`src/rtl/sub_bytes_seq.sv`:
```
// Forward AES SubBytes engine: takes a 128-bit state over valid/ready,
// substitutes BYTES_PER_CYCLE bytes per clock through the forward S-box,
// and returns the result over a second valid/ready handshake.
// Ports:
//   clk, rst            clock, synchronous active-high reset
//   in_valid/in_ready   input handshake, state_in carries the state
//   out_valid/out_ready output handshake, state_out carries the result
//   busy                high while bytes are being substituted
// Byte 0 of a state is bits [127:120], byte 15 is bits [7:0].
module sub_bytes_seq #(
   parameter int BYTES_PER_CYCLE = 1
) (
   input  logic         clk,
   input  logic         rst,
   input  logic         in_valid,
   output logic         in_ready,
   input  logic [127:0] state_in,
   output logic         out_valid,
   input  logic         out_ready,
   output logic [127:0] state_out,
   output logic         busy
);

   localparam bit LEGAL = (BYTES_PER_CYCLE == 1) ||
                          (BYTES_PER_CYCLE == 2) ||
                          (BYTES_PER_CYCLE == 4) ||
                          (BYTES_PER_CYCLE == 8) ||
                          (BYTES_PER_CYCLE == 16);

   if (!LEGAL) begin : g_bad_param
      $error("sub_bytes_seq: BYTES_PER_CYCLE must be 1, 2, 4, 8 or 16");
   end

   localparam int CNT_W = $clog2(16);

   // STEP truncates to 0 for 16 bytes/cycle; the counter then never moves.
   localparam logic [CNT_W-1:0] STEP = CNT_W'(BYTES_PER_CYCLE);
   localparam logic [CNT_W-1:0] LAST = CNT_W'(16 - BYTES_PER_CYCLE);

   // Forward S-box, entry 0x00 in the top byte, entry 0xFF in the bottom.
   localparam logic [2047:0] SBOX = {
      128'h637c777bf26b6fc53001672bfed7ab76,
      128'hca82c97dfa5947f0add4a2af9ca472c0,
      128'hb7fd9326363ff7cc34a5e5f171d83115,
      128'h04c723c31896059a071280e2eb27b275,
      128'h09832c1a1b6e5aa0523bd6b329e32f84,
      128'h53d100ed20fcb15b6acbbe394a4c58cf,
      128'hd0efaafb434d338545f9027f503c9fa8,
      128'h51a3408f929d38f5bcb6da2110fff3d2,
      128'hcd0c13ec5f974417c4a77e3d645d1973,
      128'h60814fdc222a908846eeb814de5e0bdb,
      128'he0323a0a4906245cc2d3ac629195e479,
      128'he7c8376d8dd54ea96c56f4ea657aae08,
      128'hba78252e1ca6b4c6e8dd741f4bbd8b8a,
      128'h703eb5664803f60e613557b986c11d9e,
      128'he1f8981169d98e949b1e87e9ce5528df,
      128'h8ca1890dbfe6426841992d0fb054bb16
   };

   function automatic logic [7:0] sbox(input logic [7:0] x);
      return SBOX[11'd2047 - {x, 3'b000} -: 8];
   endfunction

   typedef enum logic [1:0] {
      S_IDLE,
      S_BUSY,
      S_DONE
   } state_t;

   state_t             r_fsm;
   state_t             w_nxt;
   logic [127:0]       r_state;
   logic [CNT_W-1:0]   r_cnt;
   logic [127:0]       w_sub;
   logic               w_last;

   assign w_last = (r_cnt == LAST);

   // Substitute the current group of bytes in the working register.
   always_comb begin
      w_sub = r_state;
      for (int j = 0; j < BYTES_PER_CYCLE; j++) begin
         w_sub[7'd127 - {r_cnt + 4'(j), 3'b000} -: 8] =
            sbox(r_state[7'd127 - {r_cnt + 4'(j), 3'b000} -: 8]);
      end
   end

   always_ff @(posedge clk) begin
      if (rst) r_fsm <= S_IDLE;
      else     r_fsm <= w_nxt;
   end

   always_comb begin
      w_nxt = r_fsm;
      unique case (r_fsm)
         S_IDLE: if (in_valid)  w_nxt = S_BUSY;
         S_BUSY: if (w_last)    w_nxt = S_DONE;
         S_DONE: if (out_ready) w_nxt = S_IDLE;
         default:               w_nxt = S_IDLE;
      endcase
   end

   always_ff @(posedge clk) begin
      if (rst) begin
         r_state <= '0;
         r_cnt   <= '0;
      end else begin
         unique case (r_fsm)
            S_IDLE: begin
               if (in_valid) begin
                  r_state <= state_in;
                  r_cnt   <= '0;
               end
            end
            S_BUSY: begin
               r_state <= w_sub;
               r_cnt   <= r_cnt + STEP;
            end
            default: ;
         endcase
      end
   end

   always_comb begin
      in_ready  = (r_fsm == S_IDLE);
      busy      = (r_fsm == S_BUSY);
      out_valid = (r_fsm == S_DONE);
      state_out = (r_fsm == S_DONE) ? r_state : '0;
   end

endmodule

```
`config.mk`:
```
export PLATFORM = sky130hd
export DESIGN_NAME = sub_bytes_seq
export DESIGN_NICKNAME = d
export VERILOG_FILES = /design/src/rtl/sub_bytes_seq.sv
export SDC_FILE = /design/constraint.sdc
export NUM_CORES = 1
export LEC_CHECK = 0
export BUFFER_PORTS_ARGS = -buffer_cell sky130_fd_sc_hd__buf_2
export CAP_MARGIN = 0
export CORE_MARGIN = 3
export CORE_UTILIZATION = 30
export DETAILED_ROUTE_END_ITERATION = 10
export PLACE_DENSITY_LB_ADDON = 0.3
export RECOVER_POWER = 100
export SETUP_SLACK_MARGIN = 0.4
export SLEW_MARGIN = 10
export SYNTH_ARGS = -nofsm -noshare
export SYNTH_HDL_FRONTEND = slang
export SYNTH_SLANG_ARGS = --single-unit
```
`constraint.sdc`:
```
create_clock -name clk -period 11.47 [get_ports clk]
set_clock_uncertainty 0.15 [all_clocks]
set_input_delay 1.147 -clock clk [delete_from_list [all_inputs] [get_ports clk]]
set_output_delay 1.147 -clock clk [all_outputs]
set_load 0.05 [all_outputs]
```
==> results of run 1 <==
report_power, final:
part           total [W]  internal, W  leakage (nW)  switching [W]
clock           0.000558     0.000295         0.288       0.000263
sequential      0.000531     0.000495          1.10      0.0000357
combinational   0.000950     0.000270          4.09       0.000681
total            0.00204      0.00106          5.48       0.000980
state kept, by name, summed over array words and instances, names as in the netlist:
register  count
r_fsm         2
r_state     128
r_cnt         4
logic make-up after synthesis:
kind of cell,share of synthesized area [%]
AOI/OAI and AO/OA,31.76
xor gates and xnor gates,0.2147
adders and majority gates,2.147
buffers and inverters,7.631
DFF,23.01
muxes,9.091
and+or+nand+nor,26.15
worst max-delay path, cell delays in order (launching register included):
cell	delay, ns
dfxtp_1	0.88
buf_4	0.51
mux4_2	0.34
nand2_1	0.07
and4_1	0.21
clkbuf_1	0.42
inv_1	0.50
clkbuf_1	0.68
ha_1	0.27
clkbuf_1	0.70
inv_1	0.42
nor2_1	0.42
o211ai_1	0.18
nand4_1	0.15
nand4_1	0.20
nor4_4	0.29
clkbuf_1	1.07
o22ai_1	0.24
final timing paths:
path                             startpoint           to  slack [ns]  cells after the start
worst max register to register     r_cnt[1]  r_state[46]        3.40                     17
worst max-delay path               r_cnt[1]  r_state[46]        3.40                     17
worst min-delay path            r_state[63]  r_state[63]        0.42                      2
worst min register to register  r_state[63]  r_state[63]        0.42                      2
metrics by stage:
stage	util [%]	setup WS (ns)	power (W)	std cells	hold slack, ns
detailed placement	34.41	5.301	0.001466	2147	0.3959
CTS	36.00	5.279	0.002020	2179	0.4132
global route	35.52	3.160	0.002110	2179	0.4376
floorplan	-	7.180	0.001146	1499	0.3490
finish	35.52	3.405	0.002039	2179	0.4177
global placement	34.41	5.462	0.001475	2147	0.3742
cells in the final DEF, fill, tap and decap left out, types with 35 or more instances in the layout:
cell,Yosys,routed
a21oi_1,157,157
and2_0,0,99
and2_1,135,35
and3_1,121,121
buf_2,36,231
clkbuf_1,85,40
dfxtp_1,134,133
nand2_1,115,114
nand3_1,46,46
nor2_1,77,76
o21ai_0,42,42
o22ai_1,113,112
cell type report:
| class | count | area (µm²) | area share, % |
|---|---|---|---|
| clock inverters | 15 | 178.9 | 1.325 |
| inverters | 13 | 48.80 | 0.3613 |
| well taps | 511 | 639.4 | 4.734 |
| clock buffers | 17 | 425.4 | 3.150 |
| repair buffers | 296 | 1494 | 11.06 |
| multi-input cells | 1193 | 8036 | 59.50 |
| flip-flops and latches | 134 | 2684 | 19.87 |
metal layers:
metal  vias up  track usage [%]  wire length, µm
li1       6047                -                -
met1      6643            36.84            24340
met2       952            44.18            27130
met3       169            6.670             6052
met4         4            12.22             2927
met5         -                0               21
==> reports/results.tsv, run 1 <==
stage	metric	value	unit
run_status	status	finished with violations	
run_status	failing checks	max-capacitance violations, max-slew violations	
layout	Layout Cell Area excl Fill	0.01351	mm²
placed_design	DPL Wire Length	42.70	mm
layout	Layout area overhead	15.86	%
route	Initial DRC Count	1746	
cts	clock slew at reported path FFs	0.08	ns
timing	unrepaired setup endpoints after global routing	false	
cts	total CTS buffers	17	
floorplan	Vert. Die Dim	203.1	µm
route	DRT Pass-1 Iters	8	
layout	layout cells sized above 1	21.28	%
setup_path	Setup Crit Path Kind	register to register	
synth	post-synthesis sequential area ratio	23.01	%
global_routing	gr usage total	28.11	%
route	Avg WL per Cell	27.75	µm
cts	clock tree from TritonCTS	yes	
synth	Syn Nets	1651	
layout	Fillers	4203	
synth	post-synthesis async set-or-reset flop share	0	%
global_routing	initial antenna violation count	2	
timing	Max Freq	0.1240	GHz
layout	fin nets	1807	
route	Residual DRC	0	
synth	number of synthesized flops with an enable pin	0	
synth	post-synthesis cell count	1499	
timing	minimum clock period	8.065	ns
setup_path	Worst Setup Start Kind	register	
timing	endpoints failing setup	0	
floorplan	die footprint	0.04126	mm²
layout	# diodes	0	
floorplan	Initial Util	30.66	%
setup_path	Worst setup EP type	register	
synth	biggest area contributors in the synthesized netlist	dfxtp_1 (23%), and2_1 (7.2%), a21oi_1 (6.7%)	
cts	Post-CTS Setup Bufs	0	
route	vias per cell	6.340	
floorplan	FP Rows	71	
synth	most frequent cell after synthesis	a21oi_1	
synth	flops & latches, synth	134	
cts	clock sink total	134	
cts	Clock Root Buffer	clkbuf_16	
cts	Post-CTS Resized	0	
synth	ys flop type	dfxtp_1	
floorplan	area of the core	0.03802	mm²
cts	CTS Hold Buffers Added	0	
setup_path	Required @ worst endpoint	11.45	ns
placed_design	placed cell area	0.01308	mm²
setup_path	WP data arrival	8.05	ns
synth	Synth Warn #	0	
pwr	Static Leak	5.479	nW
route	DR vias	13820	
floorplan	Die W	203.1	µm
hold_path	HP Class	register to register	
pwr	Cell Pwr Density	151.0	mW/mm²
placed_design	final RePlAce weighted congestion	1.017	
global_routing	GRT overflow	0	
synth	Yosys top cell by area	dfxtp_1	
cts	clock latency on the worst-skew pair	0.44	ns
timing	max-slew violation count	357	
timing	Worst-Margin Slew	4.694	ns
pwr	Worst IR Drop VDD	100.3	µV
global_routing	first-pass GRT wire length	88.58	mm
route	Final ANT Viol Nets	0	
synth	Commonest cells post-synth	a21oi_1 (157), and2_1 (135), dfxtp_1 (134)	
setup_path	crit-path max FO	27	
synth	Unique masters post-synth	91	
route	DRT Wirelength	60.47	mm
timing	Final Cycle Share	70.32	%
job	MaxCap Viol Count	4	
global_routing	largest net degree at the start of global routing	135	
global_routing	vias in the first global route	13380	
timing	Final TNS setup	0	ns
timing	Slew HR	-213.0	%
placed_design	port buffer count	262	
cts	CTS max path bufs	2	
synth	top-area cell type share of the netlist area	23.01	%
timing	final hold vios	0	
floorplan	num ports	263	
synth	syn_area_per_cell	7.777	µm²
synth	synthesized area	0.01166	mm²
cts	htree depth	4	
(Power assumes the default switching activity.)
==> inputs of run 2 (changes only) <==
Clock period 11.47 ns to 6.7 ns, I/O delays scaled along.
==> run 2 against run 1 <==
  * The flow still finishes with violations (max-capacitance violations, max-slew violations)
  * Power grew 79%
  * Via count rose by 1.9%
  * Clock power grew 68%
  * Flip-flop and latch count unchanged
  * Utilization rose by 0.68 points
  * Wire length rose by 5.5%
  * Non-clock buffer count grew 32
  * Critical path type unchanged
  * Highest routed layer unchanged
==> reports/results.tsv, run 2 (synthesis results as in run 1) <==
stage	metric	value	unit	change
timing	endpoints failing setup	0		unchanged
global_routing	vias in the first global route	13890		+3.9%
timing	Max Freq	0.1683	GHz	+36%
layout	Reg with most FFs	r_state		
setup_path	Largest delay share family, worst path	compound AO/OA/AOI/OAI gates		
cts	clock slew at reported path FFs	0.07	ns	about the same
timing	Final TNS setup	0	ns	unchanged
route	DRT Pass-1 Iters	5		-3
route	Initial DRC Count	1669		-4.4%
setup_path	worst path cell trace	clkbuf_1, mux4_2, nand2_1, and4_1, clkinv_1, buf_4, ha_1, nor2b_1, a22oi_1, nand2_1, o32a_1, o211a_1, a22oi_2, o21ai_2, clkbuf_2, o22ai_1		
placed_design	DPL Wire Length	45.82	mm	+7.3%
global_routing	gr usage total	29.69	%	+1.6 points
placed_design	pre-CTS WS	1.446	ns	-3.855 ns
cts	clock latency on the worst-skew pair	0.43	ns	about the same
layout	most frequent cells in the layout	a21oi_1 (157), buf_2 (157), dfxtp_1 (132)		
cts	clock sink total	134		unchanged
setup_path	Critical-path top delay cell	a22oi_1		
global_routing	largest net degree at the start of global routing	135		unchanged
floorplan	Vert. Die Dim	203.1	µm	unchanged
pwr	Cell Pwr Density	264.9	mW/mm²	+76%
job	MaxCap Viol Count	5		+1
pwr	Power Total	0.003647	W	+79%
pwr	Static Leak	5.433	nW	-0.84%
timing	minimum clock period	5.940	ns	-2.125 ns
cts	total CTS buffers	17		unchanged
layout	fin nets	1839		+1.8%
layout	max FFs per register	128		unchanged
cts	Post-CTS Resized	0		unchanged
floorplan	Initial Util	30.66	%	unchanged
timing	WHS	0.4151	ns	-0.002536 ns
route	Residual DRC	0		unchanged
floorplan	Die W	203.1	µm	unchanged
route	DR vias	14080		+1.9%
setup_path	most frequent CP cell	nand2_1		
timing	final hold vios	0		unchanged
layout	Fillers	4255		+1.2%
placed_design	port buffer count	262		unchanged
global_routing	first-pass GRT wire length	93.21	mm	+5.2%
setup_path	Worst setup EP type	register		
route	vias per cell	6.367		+0.43%
floorplan	num ports	263		unchanged
cts	htree depth	4		unchanged
layout	layout cells sized above 1	19.00	%	-2.3 points
timing	final worst setup slack	0.7595	ns	-2.645 ns
route	Avg WL per Cell	28.83	µm	+3.9%
pwr	Worst IR Drop VDD	145.7	µV	+45%
cts	clock tree from TritonCTS	yes		
run_status	failing checks	max-capacitance violations, max-slew violations		
hold_path	HP Class	input port to register		
run_status	status	finished with violations		
setup_path	crit-path max FO	19		-30%
timing	Worst-Margin Slew	3.731	ns	-0.9630 ns
setup_path	Required @ worst endpoint	6.85	ns	-4.60 ns
setup_path	Worst Setup Start Kind	register		
timing	unrepaired setup endpoints after global routing	false		
cts	Clock Root Buffer	clkbuf_16		
cts	Post-CTS Setup Bufs	0		unchanged
cts	CTS Hold Buffers Added	0		unchanged
setup_path	buffers plus inverters on the worst setup path	4		-3
global_routing	GRT overflow	0		unchanged
timing	Final Cycle Share	88.66	%	+18 points
setup_path	slowest stage delay, CP	0.76	ns	-0.31 ns
cts	CTS max path bufs	2		unchanged
route	DRT Wirelength	63.78	mm	+5.5%
timing	Slew HR	-148.9	%	+64 points
setup_path	Setup Crit Path Kind	register to register		
route	Final ANT Viol Nets	0		unchanged
timing	max-slew violation count	363		+1.7%
floorplan	FP Rows	71		unchanged
layout	Layout area overhead	18.09	%	
placed_design	final RePlAce weighted congestion	1.041		+2.4%
layout	top flop regs	r_state: 128 flops, r_cnt: 4 flops, r_fsm: 2 flops		
floorplan	area of the core	0.03802	mm²	unchanged
setup_path	WP data arrival	6.09	ns	-1.96 ns
placed_design	DP Cell Count	2179		+1.5%
layout	Final Non-Filler Cells	2212		+1.5%
global_routing	initial antenna violation count	2		unchanged
floorplan	die footprint	0.04126	mm²	unchanged
run 2: final cells by class:
cell class | instances | area (µm²) | share of cell area (%)
multi-input cells | 1193 | 8050 | 58.48
flip-flops and latches | 134 | 2685 | 19.51
repair buffers | 328 | 1760 | 12.79
well taps | 511 | 639.4 | 4.645
clock buffers | 19 | 442.9 | 3.218
clock inverters | 13 | 135.1 | 0.9816
inverters | 13 | 50.05 | 0.3636
diodes | 1 | 2.502 | 0.01818
run 2: worst paths after layout:
check | cells past startpoint | startpoint | end | slack (ns)
worst max-delay path | 16 | r_cnt[0] | r_state[72] | 0.76
worst min-delay path | 4 | out_ready | r_fsm[1] | 0.42
worst max register to register | 16 | r_cnt[0] | r_state[72] | 0.76
worst min register to register | 2 | r_state[69] | r_state[69] | 0.42
run 2: worst min-delay path: stages:
cell and delay (ns):
buf_2 0.12, inv_1 0.05, a32oi_1 0.05, nor2_1 0.07
run 2: power by group:
group / total, W / leakage, nW / internal [W] / switching, W
Combinational: 0.00179 / 4.06 / 0.000576 / 0.00122
Sequential: 0.000916 / 1.10 / 0.000848 / 0.0000681
Clock: 0.000939 / 0.278 / 0.000532 / 0.000407
Total: 0.00365 / 5.43 / 0.00196 / 0.00169
run 2: per-stage QoR:
stage | cell area [µm²] | utilization (%)
after global routing | 13760 | 36.20
after detailed placement | 13430 | 35.31
after floorplan | 11660 | -
final | 13770 | 36.21
after CTS | 14000 | 36.83
after global placement | 13430 | 35.31
run 2: per-layer routing:
metal / vias up / share of wire (%) / GRT usage (%)
li1: 6108 / - / -
met1: 6763 / 39 / 38.25
met2: 981 / 46 / 47.80
met3: 230 / 9.7 / 6.429
met4: 2 / 5.5 / 13.25
met5: - / 0.020 / 0
==> inputs of run 3 (changes only) <==
Settings changed: PLACE_DENSITY_LB_ADDON 0.3 to unset.
==> run 3 against run 2 <==
  * The flow still finishes with violations (max-capacitance violations, max-slew violations)
  * Sequential power about the same
  * Hold slack worse by 0.0030 ns
  * Cell area down 0.37%
  * Sequential share of layout area up 0.073 points
  * Worst setup slack worse by 0.043 ns
  * Register-to-register slack worse by 0.04 ns
  * Largest cell class unchanged
  * Largest power group unchanged
==> reports/results.tsv, run 3 (synthesis results as in run 1) <==
stage	metric	value	unit	change
run_status	status	finished with violations		
run_status	failing checks	max-capacitance violations, max-slew violations		
route	DR vias	14290		+1.5%
global_routing	vias in the first global route	13980		+0.60%
cts	clock sink total	134		unchanged
cts	CTS Hold Buffers Added	0		unchanged
placed_design	final RePlAce weighted congestion	1.029		-1.1%
layout	sequential standard cell area	0.002685	mm²	unchanged
pwr	Cell Pwr Density	264.4	mW/mm²	-0.20%
setup_path	Critical-path top delay cell	dfxtp_2		
route	vias per cell	6.484		+1.8%
global_routing	largest net degree at the start of global routing	136		+0.74%
floorplan	area of the core	0.03802	mm²	unchanged
pwr	switching power share of the total	45.81	%	-0.56 points
timing	Slew HR	-135.4	%	+14 points
cts	total CTS buffers	17		unchanged
hold_path	hold depth	2		-2
pwr	combinational share of power	47.5	%	-1.6 points
pwr	Cell Int Power	0.001965	W	+0.46%
layout	layout cells sized above 1	18.74	%	-0.26 points
global_routing	GRT overflow	0		unchanged
job	MaxCap Viol Count	3		-2
cts	clock latency on the worst-skew pair	0.43	ns	about the same
pwr	Seq pwr share	25.3	%	+0.2 points
setup_path	Worst Setup Start Kind	register		
setup_path	Worst setup EP type	register		
setup_path	Reg2Reg Depth	13		-3
layout	top flop regs	r_state: 128 flops, r_cnt: 4 flops, r_fsm: 2 flops		
layout	most frequent cells in the layout	a21oi_1 (157), buf_2 (153), dfxtp_1 (132)		
floorplan	num ports	263		unchanged
floorplan	Vert. Die Dim	203.1	µm	unchanged
timing	final hold vios	0		unchanged
floorplan	Die W	203.1	µm	unchanged
global_routing	initial antenna violation count	1		-1
layout	Fillers	4162		-2.2%
floorplan	Initial Util	30.66	%	unchanged
layout	max FFs per register	128		unchanged
route	DRT Pass-1 Iters	9		+4
route	Initial DRC Count	2036		+22%
cts	Clock Root Buffer	clkbuf_16		
cts	Post-CTS Setup Bufs	0		unchanged
timing	minimum clock period	5.984	ns	+0.04346 ns
setup_path	slowest stage delay, CP	0.90	ns	+0.14 ns
setup_path	Required @ worst endpoint	6.83	ns	-0.02 ns
timing	Max Freq	0.1671	GHz	-0.73%
hold_path	HP Class	register to register		
cts	clock slew at reported path FFs	0.07	ns	about the same
timing	Worst-Margin Slew	3.531	ns	-0.2005 ns
placed_design	port buffer count	262		unchanged
layout	Layout area overhead	17.65	%	
route	DRT Wirelength	62.02	mm	-2.8%
pwr	switching power	0.001661	W	-1.8%
setup_path	Setup Crit Path Kind	register to register		
route	Residual DRC	0		unchanged
timing	endpoints failing setup	0		unchanged
setup_path	worst path cell trace	buf_4, mux4_1, mux2_2, mux2i_4, clkinvlp_2, clkbuf_1, o21ai_0, o22ai_1, o22ai_1, a211oi_1, nor4_4, buf_4, o22ai_1		
global_routing	first-pass GRT wire length	91.42	mm	-1.9%
timing	unrepaired setup endpoints after global routing	false		
route	Final ANT Viol Nets	0		unchanged
placed_design	pre-CTS WS	1.447	ns	+0.001150 ns
route	Avg WL per Cell	28.14	µm	-2.4%
layout	commonest non-fill, non-tap cell in the layout	a21oi_1		
cts	CTS max path bufs	2		unchanged
setup_path	crit-path max FO	27		+8
cts	clock tree from TritonCTS	yes		
pwr	Worst IR Drop VDD	197.0	µV	+35%
global_routing	gr usage total	28.91	%	-0.78 points
cts	Post-CTS Resized	0		unchanged
timing	final worst setup slack	0.7161	ns	-0.04346 ns
layout	Reg with most FFs	r_state		
layout	area of the multi-input gates	0.008083	mm²	+0.40%
placed_design	DPL Wire Length	44.50	mm	-2.9%
floorplan	die footprint	0.04126	mm²	unchanged
pwr	Static Leak	5.390	nW	-0.78%
cts	htree depth	4		unchanged
floorplan	FP Rows	71		unchanged
pwr	Clock Power Share	27.2	%	+1.5 points
setup_path	WP data arrival	6.11	ns	+0.02 ns
timing	Final TNS setup	0	ns	unchanged
timing	Final Cycle Share	89.31	%	+0.65 points
setup_path	most frequent CP cell	o22ai_1		
timing	max-slew violation count	227		-37%
layout	fin nets	1831		-0.44%
## run 3: cell types whose count changed in the layout (fill, tap and decap cells not counted), sizes merged
| cell | change |
|---|---|
| buf | -9 |
| clkbuf | +1 |
| clkinv | +1 |
| bufinv | +1 |
| inv | -2 |
## run 3: worst max-delay path: cells and delay by family (launching register included)
family	cells	cell delay, ns
multiplexers	3	1.14
buffers and inverters	4	2.19
flip-flops	1	0.90
AO/OA/AOI/OAI	5	1.09
AND/OR/NAND/NOR	1	0.33
## run 3: layer usage
| metal | part of all wire (%) | vias to the layer above | global-route usage (%) |
|---|---|---|---|
| met5 | 0 | - | 0 |
| met1 | 38 | 6839 | 36.53 |
| met2 | 46 | 1118 | 46.77 |
| li1 | - | 6083 | - |
| met4 | 6.0 | 0 | 14.06 |
| met3 | 10 | 251 | 6.365 |
## run 3: power by group through the flow
stage / logic, W / registers, W / clock network [W]
after floorplan: 0.00107 / 0.000887 / 0
after global routing: 0.00178 / 0.000919 / 0.00103
after detailed placement: 0.00165 / 0.000931 / 0
after global placement: 0.00168 / 0.000932 / 0
after CTS: 0.00166 / 0.000914 / 0.000982
final: 0.00172 / 0.000916 / 0.000986
## run 3: area by class of cell
cell class	instances	area share, %
multi-input combinational	1193	58.94
sequential	134	19.58
timing repair buffer	320	11.97
tap	511	4.662
clock buffer	19	3.303
clock inverter	13	1.168
inverter	13	0.3649
antenna	1	0.01825
## run 3: metrics by stage
stage / power (W) / area (µm²) / util, % / hold WS (ns) / std cells
finish: 0.003626 / 13710 / 36.07 / 0.4121 / 2204
global route: 0.003726 / 13710 / 36.06 / 0.4381 / 2203
CTS: 0.003557 / 13920 / 36.60 / 0.4120 / 2203
floorplan: 0.001962 / 11660 / - / 0.3490 / 1499
global placement: 0.002613 / 13300 / 34.99 / 0.3793 / 2171
detailed placement: 0.002584 / 13300 / 34.99 / 0.3841 / 2171
## run 3: final timing paths
check / slack (ns) / startpoint / to
max reg2reg: 0.72 / r_cnt[1] / r_state[127]
min: 0.41 / r_state[39] / r_state[39]
min reg2reg: 0.41 / r_state[39] / r_state[39]
max: 0.72 / r_cnt[1] / r_state[127]
